<file path="src/rtl/axil_timer_slave_pkg.sv">
// Shared definitions for the AXI-lite machine-timer slave.
// TIMER_MTIMECMP_EN adds the BRESP state used by the mtimecmp write channel.
package axil_timer_slave_pkg;

  localparam logic RESP_OKAY = 1'b0;
  localparam logic RESP_ERR  = 1'b1;

  // Register offsets from BASE_ADDR.
  localparam logic [31:0] OFS_MTIME_LO = 32'd0;
  localparam logic [31:0] OFS_MTIME_HI = 32'd4;
  localparam logic [31:0] OFS_CMP_LO   = 32'd8;
  localparam logic [31:0] OFS_CMP_HI   = 32'd12;

`ifdef TIMER_MTIMECMP_EN
  typedef enum logic [1:0] {
    ST_IDLE  = 2'd0,
    ST_RDATA = 2'd1,
    ST_BRESP = 2'd2
  } state_t;
`else
  typedef enum logic {
    ST_IDLE  = 1'b0,
    ST_RDATA = 1'b1
  } state_t;
`endif

endpackage

</file>
<file path="src/rtl/axil_timer_counter.sv">
// Free-running 64-bit mtime with a prescaler; tick is high on the cycle
// in which mtime advances at the next edge.
module axil_timer_counter #(
  parameter int unsigned TICK_DIV = 1
) (
  input  logic        clk,
  input  logic        rst,
  output logic [63:0] mtime,
  output logic        tick
);

  localparam int PW = (TICK_DIV > 1) ? $clog2(TICK_DIV) : 1;

  logic [PW-1:0] prescaler_reg;
  logic [63:0]   mtime_reg;

  assign tick  = (prescaler_reg == PW'(TICK_DIV - 1));
  assign mtime = mtime_reg;

  always_ff @(posedge clk) begin
    if (rst) begin
      prescaler_reg <= '0;
      mtime_reg     <= '0;
    end else if (tick) begin
      prescaler_reg <= '0;
      mtime_reg     <= mtime_reg + 64'd1;
    end else begin
      prescaler_reg <= prescaler_reg + PW'(1);
    end
  end

endmodule

</file>
<file path="src/rtl/axil_timer_slave.sv">
// AXI-lite CLINT timer slave: mtime read with a tear-free high word.
// Define TIMER_MTIMECMP_EN to add the write channel, mtimecmp and mtip.
module axil_timer_slave
  import axil_timer_slave_pkg::*;
#(
  parameter logic [31:0] BASE_ADDR = 32'ha000_0048,
  parameter int unsigned TICK_DIV  = 1
) (
  input  logic        clk,
  input  logic        rst,
  input  logic [31:0] araddr,
  input  logic        arvalid,
  output logic        arready,
  input  logic        rready,
  output logic [31:0] rdata,
  output logic        rresp,
  output logic        rvalid
`ifdef TIMER_MTIMECMP_EN
  ,
  input  logic [31:0] awaddr,
  input  logic        awvalid,
  output logic        awready,
  input  logic [31:0] wdata,
  input  logic [31:0] wstrb,
  input  logic        wvalid,
  output logic        wready,
  input  logic        bready,
  output logic        bresp,
  output logic        bvalid,
  output logic        mtip
`endif
);

  state_t      state_reg;
  logic [31:0] shadow_hi_reg;
  logic [31:0] rdata_reg;
  logic        rresp_reg;
  logic        rvalid_reg;

  logic [63:0] mtime;
  logic        counter_tick;
  logic        unused_tick;

  axil_timer_counter #(
    .TICK_DIV(TICK_DIV)
  ) u_counter (
    .clk  (clk),
    .rst  (rst),
    .mtime(mtime),
    .tick (counter_tick)
  );

  assign unused_tick = counter_tick;

  assign arready = (state_reg == ST_IDLE);
  assign rdata   = rdata_reg;
  assign rresp   = rresp_reg;
  assign rvalid  = rvalid_reg;

`ifdef TIMER_MTIMECMP_EN
  logic [63:0] mtimecmp_reg;
  logic [63:0] mtimecmp_next;
  logic        wr_cmp_lo;
  logic        wr_cmp_hi;
  logic        wr_accept;
  logic        bvalid_reg;
  logic        bresp_reg;
  logic        mtip_reg;
  logic        unused_wstrb;

  // A pending read always beats a write presented in the same cycle.
  assign awready   = (state_reg == ST_IDLE) && !arvalid;
  assign wready    = (state_reg == ST_IDLE) && !arvalid;
  assign wr_accept = awready && awvalid && wvalid;
  assign wr_cmp_lo = (awaddr == BASE_ADDR + OFS_CMP_LO);
  assign wr_cmp_hi = (awaddr == BASE_ADDR + OFS_CMP_HI);

  assign bvalid       = bvalid_reg;
  assign bresp        = bresp_reg;
  assign mtip         = mtip_reg;
  assign unused_wstrb = ^wstrb[31:4];

  genvar gi;
  generate
    for (gi = 0; gi < 8; gi++) begin : g_cmp_lane
      localparam int LANE = gi % 4;
      logic lane_hit;
      assign lane_hit = wr_accept && wstrb[LANE] && ((gi < 4) ? wr_cmp_lo : wr_cmp_hi);
      assign mtimecmp_next[gi*8 +: 8] = lane_hit ? wdata[LANE*8 +: 8] : mtimecmp_reg[gi*8 +: 8];
    end
  endgenerate

  always_ff @(posedge clk) begin
    if (rst) begin
      mtimecmp_reg <= '1;
      mtip_reg     <= 1'b0;
    end else begin
      mtimecmp_reg <= mtimecmp_next;
      mtip_reg     <= (mtime >= mtimecmp_reg);
    end
  end
`endif

  // Read decode happens in the handshake cycle so the low word and the
  // shadowed high word come from the same mtime sample.
  logic        rd_lo_hit;
  logic [31:0] rd_data_next;
  logic        rd_resp_next;

  assign rd_lo_hit = (araddr == BASE_ADDR + OFS_MTIME_LO);

  always_comb begin
    rd_data_next = '0;
    rd_resp_next = RESP_ERR;
    if (rd_lo_hit) begin
      rd_data_next = mtime[31:0];
      rd_resp_next = RESP_OKAY;
    end else if (araddr == BASE_ADDR + OFS_MTIME_HI) begin
      rd_data_next = shadow_hi_reg;
      rd_resp_next = RESP_OKAY;
    end
`ifdef TIMER_MTIMECMP_EN
    else if (araddr == BASE_ADDR + OFS_CMP_LO) begin
      rd_data_next = mtimecmp_reg[31:0];
      rd_resp_next = RESP_OKAY;
    end else if (araddr == BASE_ADDR + OFS_CMP_HI) begin
      rd_data_next = mtimecmp_reg[63:32];
      rd_resp_next = RESP_OKAY;
    end
`endif
  end

  always_ff @(posedge clk) begin
    if (rst) begin
      state_reg     <= ST_IDLE;
      shadow_hi_reg <= '0;
      rdata_reg     <= '0;
      rresp_reg     <= RESP_OKAY;
      rvalid_reg    <= 1'b0;
`ifdef TIMER_MTIMECMP_EN
      bvalid_reg    <= 1'b0;
      bresp_reg     <= RESP_OKAY;
`endif
    end else begin
      case (state_reg)
        ST_IDLE: begin
          if (arvalid) begin
            state_reg  <= ST_RDATA;
            rvalid_reg <= 1'b1;
            rdata_reg  <= rd_data_next;
            rresp_reg  <= rd_resp_next;
            if (rd_lo_hit) begin
              shadow_hi_reg <= mtime[63:32];
            end
          end
`ifdef TIMER_MTIMECMP_EN
          else if (awvalid && wvalid) begin
            state_reg  <= ST_BRESP;
            bvalid_reg <= 1'b1;
            bresp_reg  <= (wr_cmp_lo || wr_cmp_hi) ? RESP_OKAY : RESP_ERR;
          end
`endif
        end
        ST_RDATA: begin
          if (rready) begin
            state_reg  <= ST_IDLE;
            rvalid_reg <= 1'b0;
            rdata_reg  <= '0;
          end
        end
`ifdef TIMER_MTIMECMP_EN
        ST_BRESP: begin
          if (bready) begin
            state_reg  <= ST_IDLE;
            bvalid_reg <= 1'b0;
          end
        end
`endif
        default: state_reg <= ST_IDLE;
      endcase
    end
  end

endmodule

</file>
<file path="config.mk">
export PLATFORM = sky130hd
export DESIGN_NAME = axil_timer_slave
export DESIGN_NICKNAME = d
export VERILOG_FILES = /design/src/rtl/axil_timer_slave_pkg.sv /design/src/rtl/axil_timer_counter.sv /design/src/rtl/axil_timer_slave.sv
export SDC_FILE = /design/constraint.sdc
export NUM_CORES = 1
export LEC_CHECK = 0
export BUFFER_PORTS_ARGS = -buffer_cell sky130_fd_sc_hd__buf_2
export CORE_MARGIN = 5
export CORE_UTILIZATION = 40
export CTS_CLUSTER_SIZE = 14
export DETAILED_ROUTE_END_ITERATION = 10
export PLACE_DENSITY = 0.7
export SLEW_MARGIN = 20
export SYNTH_ARGS = -nofsm -noshare
export SYNTH_HDL_FRONTEND = slang
export SYNTH_SLANG_ARGS = --single-unit
</file>
<file path="constraint.sdc">
create_clock -name clk -period 4.95 [get_ports clk]
set_clock_uncertainty 0.1 [all_clocks]
set_input_delay 0.495 -clock clk [delete_from_list [all_inputs] [get_ports clk]]
set_output_delay 0.495 -clock clk [all_outputs]
set_load 0.01 [all_outputs]
</file>
# --- After elaboration in Yosys (flattened, before gate mapping) ---
# Index checks and enable logic that the tools add are counted.
# Widths: inputs -> output; s select.
totals:
  out_inout_bits: 35
  ff_bits: 132
  inputBits: 36
  wordCells: 32
op_classes:
  mux: 13
  n_reduce_logical: 4
  add_sub_neg: 2
  bitwise: 2
  eq_ne: 4
op_table:
  columns: ["op", "count"]
  rows:
  - ["$mux 32", 4]
  - ["$add 64x1->64 const B", 1]
  - ["$eq 32x32->1 const B", 2]
  - ["$pmux 32 s2", 1]
  - ["$mux 1", 6]
  - ["$ne 2x2->1 const B", 2]
  - ["$pmux 1 s2", 2]
  - ["$reduce_and 2->1", 2]
  - ["$reduce_and 3->1", 1]
  - ["$not 1->1", 2]
  - ["$reduce_or 2->1", 1]
  - ["$add 1x1->1 const B", 1]

# --- Logic depth before layout (Yosys ltp) ---
# Gate-level depths: netlist of run 1.
depth:
  ltp_word: 5
  depth_mapped: 8
  depth_no_buf: 6

# --- Hierarchy ---
# From an unflattened synthesis of run 1, not the netlist that was laid out.
hier_totals:
  cells_unflattened: 666
  area_unflattened_um2: 5834.3
modules_own_cells:
  columns: ["module", "seq_area_each_um2", "n_inst", "cells_each", "area_each_um2"]
  rows:
  - ["axil_timer_counter", 1301.2, 1, 363, 3034.2]
  - ["axil_timer_slave", 1341.3, 1, 303, 2800.2]

# --- Worst setup path after synthesis of run 1 ---
# No wires, ideal clock.
synth_timing:
  path_kind: "register to register"
  from: "register u_counter.mtime_reg[0] (netlist: u_counter.mtime[0])"
  to: "register u_counter.mtime_reg[42] (netlist: u_counter.mtime[42])"
  t_required_ps: 4780
  stages_incl_launch_ff: 8
  setup_time_ps: 70
  synth_period_minus_slack_ps: 2089
  slack_ps: 2861
  arrival_time_ps: 1919
  path_buffers: 1
  path_cell_list: "dfxtp_1 > ha_1 > nand4b_4 > nor4_4 > buf_6 > nand3_4 > or4_1 > a21oi_1"
synth_via:
  elab_chain_cells: 1
synth_rtl:
  columns: ["item", "line_no", "source"]
  rows:
  - ["start: declaration", "axil_timer_counter.sv:15", "logic [63:0] mtime_reg;"]
  - ["start signal: assignment", "axil_timer_counter.sv:26", "mtime_reg <= mtime_reg + 64'd1;"]
  - ["$add 64x1->64", "axil_timer_counter.sv:26", null]
# No other way between the ends.
# A chain may end at the register's enable or synchronous reset.

# --- Final worst setup path of run 1 ---
layout_timing:
  from: "register u_counter.mtime_reg[0] (netlist: u_counter.mtime[0])"
  to: "register u_counter.mtime_reg[54] (netlist: u_counter.mtime[54])"
# The elaborated chain is that of the path after synthesis.

==> impl_results.md, run 1 <==
* Die Ht at 131 um
* H-tree depth at 4
* Starting Density at 40.5%
* Post-synthesis register bit count at 132
* Sequential area share after synthesis at 45.0%
* Post-synth EDFFs at 0
* Core area at 14500 sq um
* Final Cycle Share at 59.6%
* Clk_lat worst skew at around 0.42 ns
* Final hold slack at 0.237 ns
* Post-route antenna net violation count at 0
* Critical path class: flip-flop to flip-flop
* Reg2reg path depth at 6
* CTS buffer count at 17
* DRC Markers at 0
* IO Count at 71
* GPL Wtd Cong at between 0.7 and 0.8
* First-pass GRT wire length at 22000 um
* Syn_nets at between 600 and 700
* Post-CTS Setup Bufs at 0
* Setup violations, final at 0
* Max-cap viol count at 0
* R2R Path End: u_counter.mtime[54]
* Final WL at 13100 um
* Share of synthesized registers carrying an async set or reset at 0%
* Iter 0 DRT Violations at 299
* Met2 Wirelength at approximately 6400 um
* Crit. End Element: flip-flop
* Final HPWL DP at 8790 um
* Avg Inst Size Synth at between 9 and 10 sq um
* Slew Viols, Final at 0
* Hold Violations, Final at 0
* CP arrival at 3.19 ns
* Layout cells sized above 1 at between 20% and 30%
* Clk slew on worst S/H paths at 0.06 ns
* Area grow syn2layout at 19.2%
* Relative slew slack at about a third
* Full die area at between 15000 and 20000 sq um
* Critical Path Sink: u_counter.mtime[54]
* Power density cells at 364 nW/um^2
* Initial antenna violation count at 0
* Synth warnings at 0
* Drt via density at 5.28
* Nets at 731
* Peak Freq at 0.339 GHz
* Tightest Pin Transition at 0.995 ns
* Yosys cell types at 45
* Die X-Extent at 131 um
* Clock tree buffer depth at 2
* Cells after synthesis at around 640
* Avg WL per Cell at between 10 and 15 um
* Hold crit path type: input pin to flip-flop
* Final min period at 2.95 ns
* First-pass DRT Iterations at 5
* Antenna Cells at 0
* Vias in the first global route at between 4000 and 5000
* Gr usage total at 15.3%
* Worst reg2reg startpoint: u_counter.mtime[0]
* Setup_tns at 0 ns
* Post-CTS sizing at 0
* R2R setup slack at 2.00 ns
* Root buf cell: clkbuf_16
* Largest register FFs at 64
* Startpoint types: flip-flop
* RSZ-0062 raised after global routing: false
* Ys flop type: dfxtp_1
* Leakage Power at 2.61 nW
* Core Rows at 44
* Largest net degree at the start of global routing at 100
* WL met1 at 6010 um
* DR top layer: met4
* Critical Path RT at 5.19 ns
* Vias at roughly 4700
* Clock sink count at roughly 130
* CTS tree: done
* Worst Path Max Fanout at 16
* Post-Syn Area at 5870 sq um
* Met3 Wirelength at 488 um
* Crit path launch: u_counter.mtime[0]
* Hold_buf cts at 0
* Gr ovfl total at 0
* Status: completed
* Maximum VDD drop at roughly 0.00020 V
* PortBufs at 70
## cells in the final DEF, fill, tap and decap left out, drive strengths merged, types with 3 or more instances in the layout
cell,n
dfxtp,132
and4,4
mux2,29
nor4,9
nor2b,4
nand2,31
nand3,23
inv,9
nand4b,3
bufinv,5
o21ai,26
a22oi,32
xor2,17
nor2,105
o31ai,11
mux2i,33
nand4,26
a21oi,34
xnor2,12
or4,12
and3,8
or3,22
nor3,8
clkbuf,24
and2,3
buf,75
## synth_stat cells, types with 2 or more instances
cell type    n  area, sq um
and4_1       4         35.0
clkbuf_1    26         97.6
nor4b_1      2         17.5
buf_2        6         30.0
and2_1       3         18.8
xnor2_1     12          105
nand4_2      3         37.5
o21ai_0     26          130
or4_1       12         90.1
nand4b_1     2         17.5
buf_6        2         22.5
nor3_1       6         30.0
a22oi_1     32          240
a21oi_1     34          170
nand2_1     30          113
dfxtp_1    132         2640
nand3_1     20          100
xor2_1      17          149
or3_1       22          138
nor4_4       3         63.8
inv_1        9         33.8
mux2i_1     33          330
nor2b_1      4         25.0
nand4_1     22          138
and3_1       8         50.1
buf_4        4         30.0
mux2_2      28          315
o31ai_1     11         82.6
nand3_4      2         35.0
nor2_1     104          390
nor4_1       5         31.3
## layer usage
metal,GRT usage (%),up-vias
met1,19.6,2204
li1,-,2411
met2,25.1,71
met3,4.20,20
met4,5.14,0
met5,0,-
## cells by family (layout without fill, tap and decap cells)
kind of cell,Yosys count,in the layout,share of synthesized area (%)
other,1,1,0.0639
DFF,132,132,45.0
buffers and inverters,47,116,3.65
muxes,62,62,11.2
AOI/OAI and AO/OA,103,103,10.6
xor gates and xnor gates,29,29,4.33
adders and majority gates,1,1,0.213
and+or+nand+nor,263,263,24.9
## critical path, stage by stage (launching register included)
cell and delay (ns):
dfxtp_1 0.41, ha_1 0.26, nand4b_4 0.16, nor4_4 0.74, nand4_2 0.45, or4_1 0.60, a21oi_1 0.15
## worst min path at each step
stage               cells past startpoint        startpoint  slack (ns)                to
floorplan                               2  shadow_hi_reg[0]        0.35  shadow_hi_reg[0]
global placement                        2  shadow_hi_reg[5]        0.37  shadow_hi_reg[5]
detailed placement                      2  shadow_hi_reg[5]        0.38  shadow_hi_reg[5]
CTS                                     3           arvalid        0.22         state_reg
global route                            3           arvalid        0.31         state_reg
finish                                  3           arvalid        0.24         state_reg
## through the flow
step	cells	utilization, %	worst slack [ns]	total power (W)	cell area [sq um]
floorplan	638	-	2.86	0.00113	5870
detailed placement	859	43.6	2.01	0.00116	6320
finish	891	48.3	2.00	0.00255	7000
global placement	859	43.6	2.07	0.00116	6320
global route	891	48.3	1.74	0.00263	7000
CTS	891	48.3	1.98	0.00257	7000
## cell type report
class / count / area [sq um]
repair buffers: 75 / 390
clock buffers: 24 / 512
flip-flops and latches: 132 / 2640
well taps: 184 / 230
fillers: 1381 / 7480
clock inverters: 8 / 168
inverters: 9 / 33.8
multi-input cells: 459 / 3020
## report_power, final
| group | switching (W) | internal, W | total, W |
|---|---|---|---|
| combinational | 0.0000425 | 0.0000231 | 0.0000656 |
| sequential | 0.00000453 | 0.00107 | 0.00107 |
| clock | 0.000437 | 0.000972 | 0.00141 |
No activity file was read; power rests on OpenSTA's default activity.
==> run 2: changes to the inputs <==
--- a/config.mk
+++ b/config.mk
@@ -10,7 +10,7 @@
 export CORE_UTILIZATION = 40
 export CTS_CLUSTER_SIZE = 14
 export DETAILED_ROUTE_END_ITERATION = 10
-export PLACE_DENSITY = 0.7
+export PLACE_DENSITY = 0.73
 export SLEW_MARGIN = 20
 export SYNTH_ARGS = -nofsm -noshare
 export SYNTH_HDL_FRONTEND = slang
==> constraint.sdc (replaced) <==
create_clock -name clk -period 2.4 [get_ports clk]
set_clock_uncertainty 0.1 [all_clocks]
set_input_delay 0.24 -clock clk [delete_from_list [all_inputs] [get_ports clk]]
set_output_delay 0.24 -clock clk [all_outputs]
set_load 0.01 [all_outputs]
==> run 2 against run 1 <==
First-iteration DRC count grew 24%. Critical path depth is the same. Via count grew 3.8%. Die area is the same. Utilization grew 0.22 points. Register-to-register slack lost 1.8 ns. Final cell count grew 2.0%. Total power grew 87%. Largest power group unchanged.
==> impl_results.md, run 2 (synthesized netlist as in run 1, its figures left out) <==
* Reg2reg path depth at 6 (unchanged)
* Critical Path, Cell by Cell: and4_1 > and4_1 > buf_4 > nand3_4 > or4_1 > a21oi_1
* Max-cap viol count at 0 (unchanged)
* Peak Freq at 0.450 GHz (+33%)
* Antenna Cells at 0 (unchanged)
* Maximum VDD drop at 0.000618 V (+200%)
* Clk slew on worst S/H paths at 0.06 ns (about the same)
* Gr usage total at 16.2% (+0.82 points)
* Post-CTS sizing at 0 (unchanged)
* Final hold slack at 0.0425 ns (-0.194 ns)
* Post-route antenna net violation count at 0 (unchanged)
* PortBufs at 70 (unchanged)
* Critical path class: flip-flop to flip-flop
* Critical Path RT at 2.64 ns (-2.55 ns)
* Core area at 14500 sq um (unchanged)
* Startpoint types: flip-flop
* DRC Markers at 0 (unchanged)
* Final Cycle Share at 92.6% (+33 points)
* Vias at 4884 (+3.8%)
* IO Count at 71 (unchanged)
* Tightest Pin Transition at 0.914 ns (-0.0806 ns)
* Nets at 750 (+2.6%)
* CTS tree: done
* Crit. End Element: flip-flop
* Avg WL per Cell at 15.2 um (+3.5%)
* Clock sink count at 132 (unchanged)
* GPL Wtd Cong at 0.814 (+5.6%)
* Starting Density at 40.5% (unchanged)
* Gr ovfl total at 0 (unchanged)
* First-pass DRT Iterations at 4 (-1)
* Drt via density at 5.37 (+1.7%)
* Full die area at 17200 sq um (unchanged)
* First-pass GRT wire length at 23500 um (+6.8%)
* Clk_lat worst skew at 0.41 ns (about the same)
* Leakage Power at 2.65 nW (+1.4%)
* Most frequent cells in the layout: dfxtp_1, nor2_1, buf_2
* Hold depth at 4 (+1)
* Core Rows at 44 (unchanged)
* Power density cells at 677 nW/um^2 (+86%)
* H-tree depth at 4 (unchanged)
* Hold Violations, Final at 0 (unchanged)
* Die X-Extent at 131 um (unchanged)
* Clock tree buffer depth at 2 (unchanged)
* Setup violations, final at 0 (unchanged)
* Area grow syn2layout at 19.8%
* Vias in the first global route at 4783 (+8.3%)
* Die Ht at 131 um (unchanged)
* Largest register FFs at 64 (unchanged)
* Setup_tns at 0 ns (unchanged)
* Final WL at 13800 um (+5.6%)
* Layout cells sized above 1 at 23.4% (+1.8 points)
* Hold crit path type: input pin to flip-flop
* Largest net degree at the start of global routing at 67 (-33%)
* RSZ-0062 raised after global routing: false
* Final min period at 2.22 ns (-0.729 ns)
* Worst Path Max Fanout at 14 (-2)
* Commonest non-fill, non-tap cell in the layout: dfxtp_1
* Final HPWL DP at 9120 um (+3.7%)
* Crit-path most repeated cell: and4_1
* Root buf cell: clkbuf_16
* CTS buffer count at 17 (unchanged)
* CP arrival at 2.46 ns (-0.73 ns)
* Status: completed
* Initial antenna violation count at 0 (unchanged)
* CP max-delay cell: or4_1
* Iter 0 DRT Violations at 370 (+24%)
* Crit-path max cell delay at 0.51 ns (-0.23 ns)
* Slew Viols, Final at 0 (unchanged)
* Relative slew slack at 39.1% (+5.4 points)
[run 2: timing repair]
item	in CTS	in global routing
setup buffers	0	1
endpoints found under the hold margin	1	0
hold buffers	1	0
endpoints found under the setup margin	0	8
[run 2: worst max-delay path: cells and delay by family, from the launching register on]
kind                   cells  cell delay [ns]
and+or+nand+nor            4             1.31
buffers and inverters      1             0.18
AOI/OAI and AO/OA          1             0.14
DFF                        1             0.41
[run 2: final timing paths]
check | slack, ns | endpoint | from
worst min-delay path | 0.04 | state_reg | rready
worst min register to register | 0.38 | rvalid | rvalid
worst max-delay path | 0.18 | u_counter.mtime[44] | u_counter.mtime[21]
worst max register to register | 0.18 | u_counter.mtime[44] | u_counter.mtime[21]
[run 2: report_power, final]
part           switching [W]  internal, W
clock network       0.000913      0.00149
registers         0.00000665      0.00220
logic              0.0000936    0.0000572
total                0.00101      0.00375
[run 2: final cells by class]
| cell class | instances | area [sq um] |
|---|---|---|
| tap | 184 | 230 |
| multi-input combinational | 459 | 3020 |
| timing repair buffer | 94 | 548 |
| fill | 1374 | 7450 |
| clock buffer | 21 | 470 |
| sequential | 132 | 2640 |
| inverter | 9 | 33.8 |
| clock inverter | 10 | 82.6 |
[run 2: layer usage]
metal  GRT usage (%)  part of all wire, %
met5               0                    0
met4            4.85                  1.2
met3            4.55                  4.3
met2            26.2                   49
met1            21.0                   46
[run 2: per-stage QoR]
stage	power [W]	std cells	utilization (%)	setup slack (ns)	cell area, sq um
after floorplan	0.00234	638	-	0.311	5870
after global placement	0.00240	876	44.6	0.200	6460
after detailed placement	0.00241	876	44.6	0.139	6460
after CTS	0.00481	908	48.5	0.106	7020
after global routing	0.00492	909	48.5	0.0179	7030
final	0.00476	909	48.5	0.177	7030
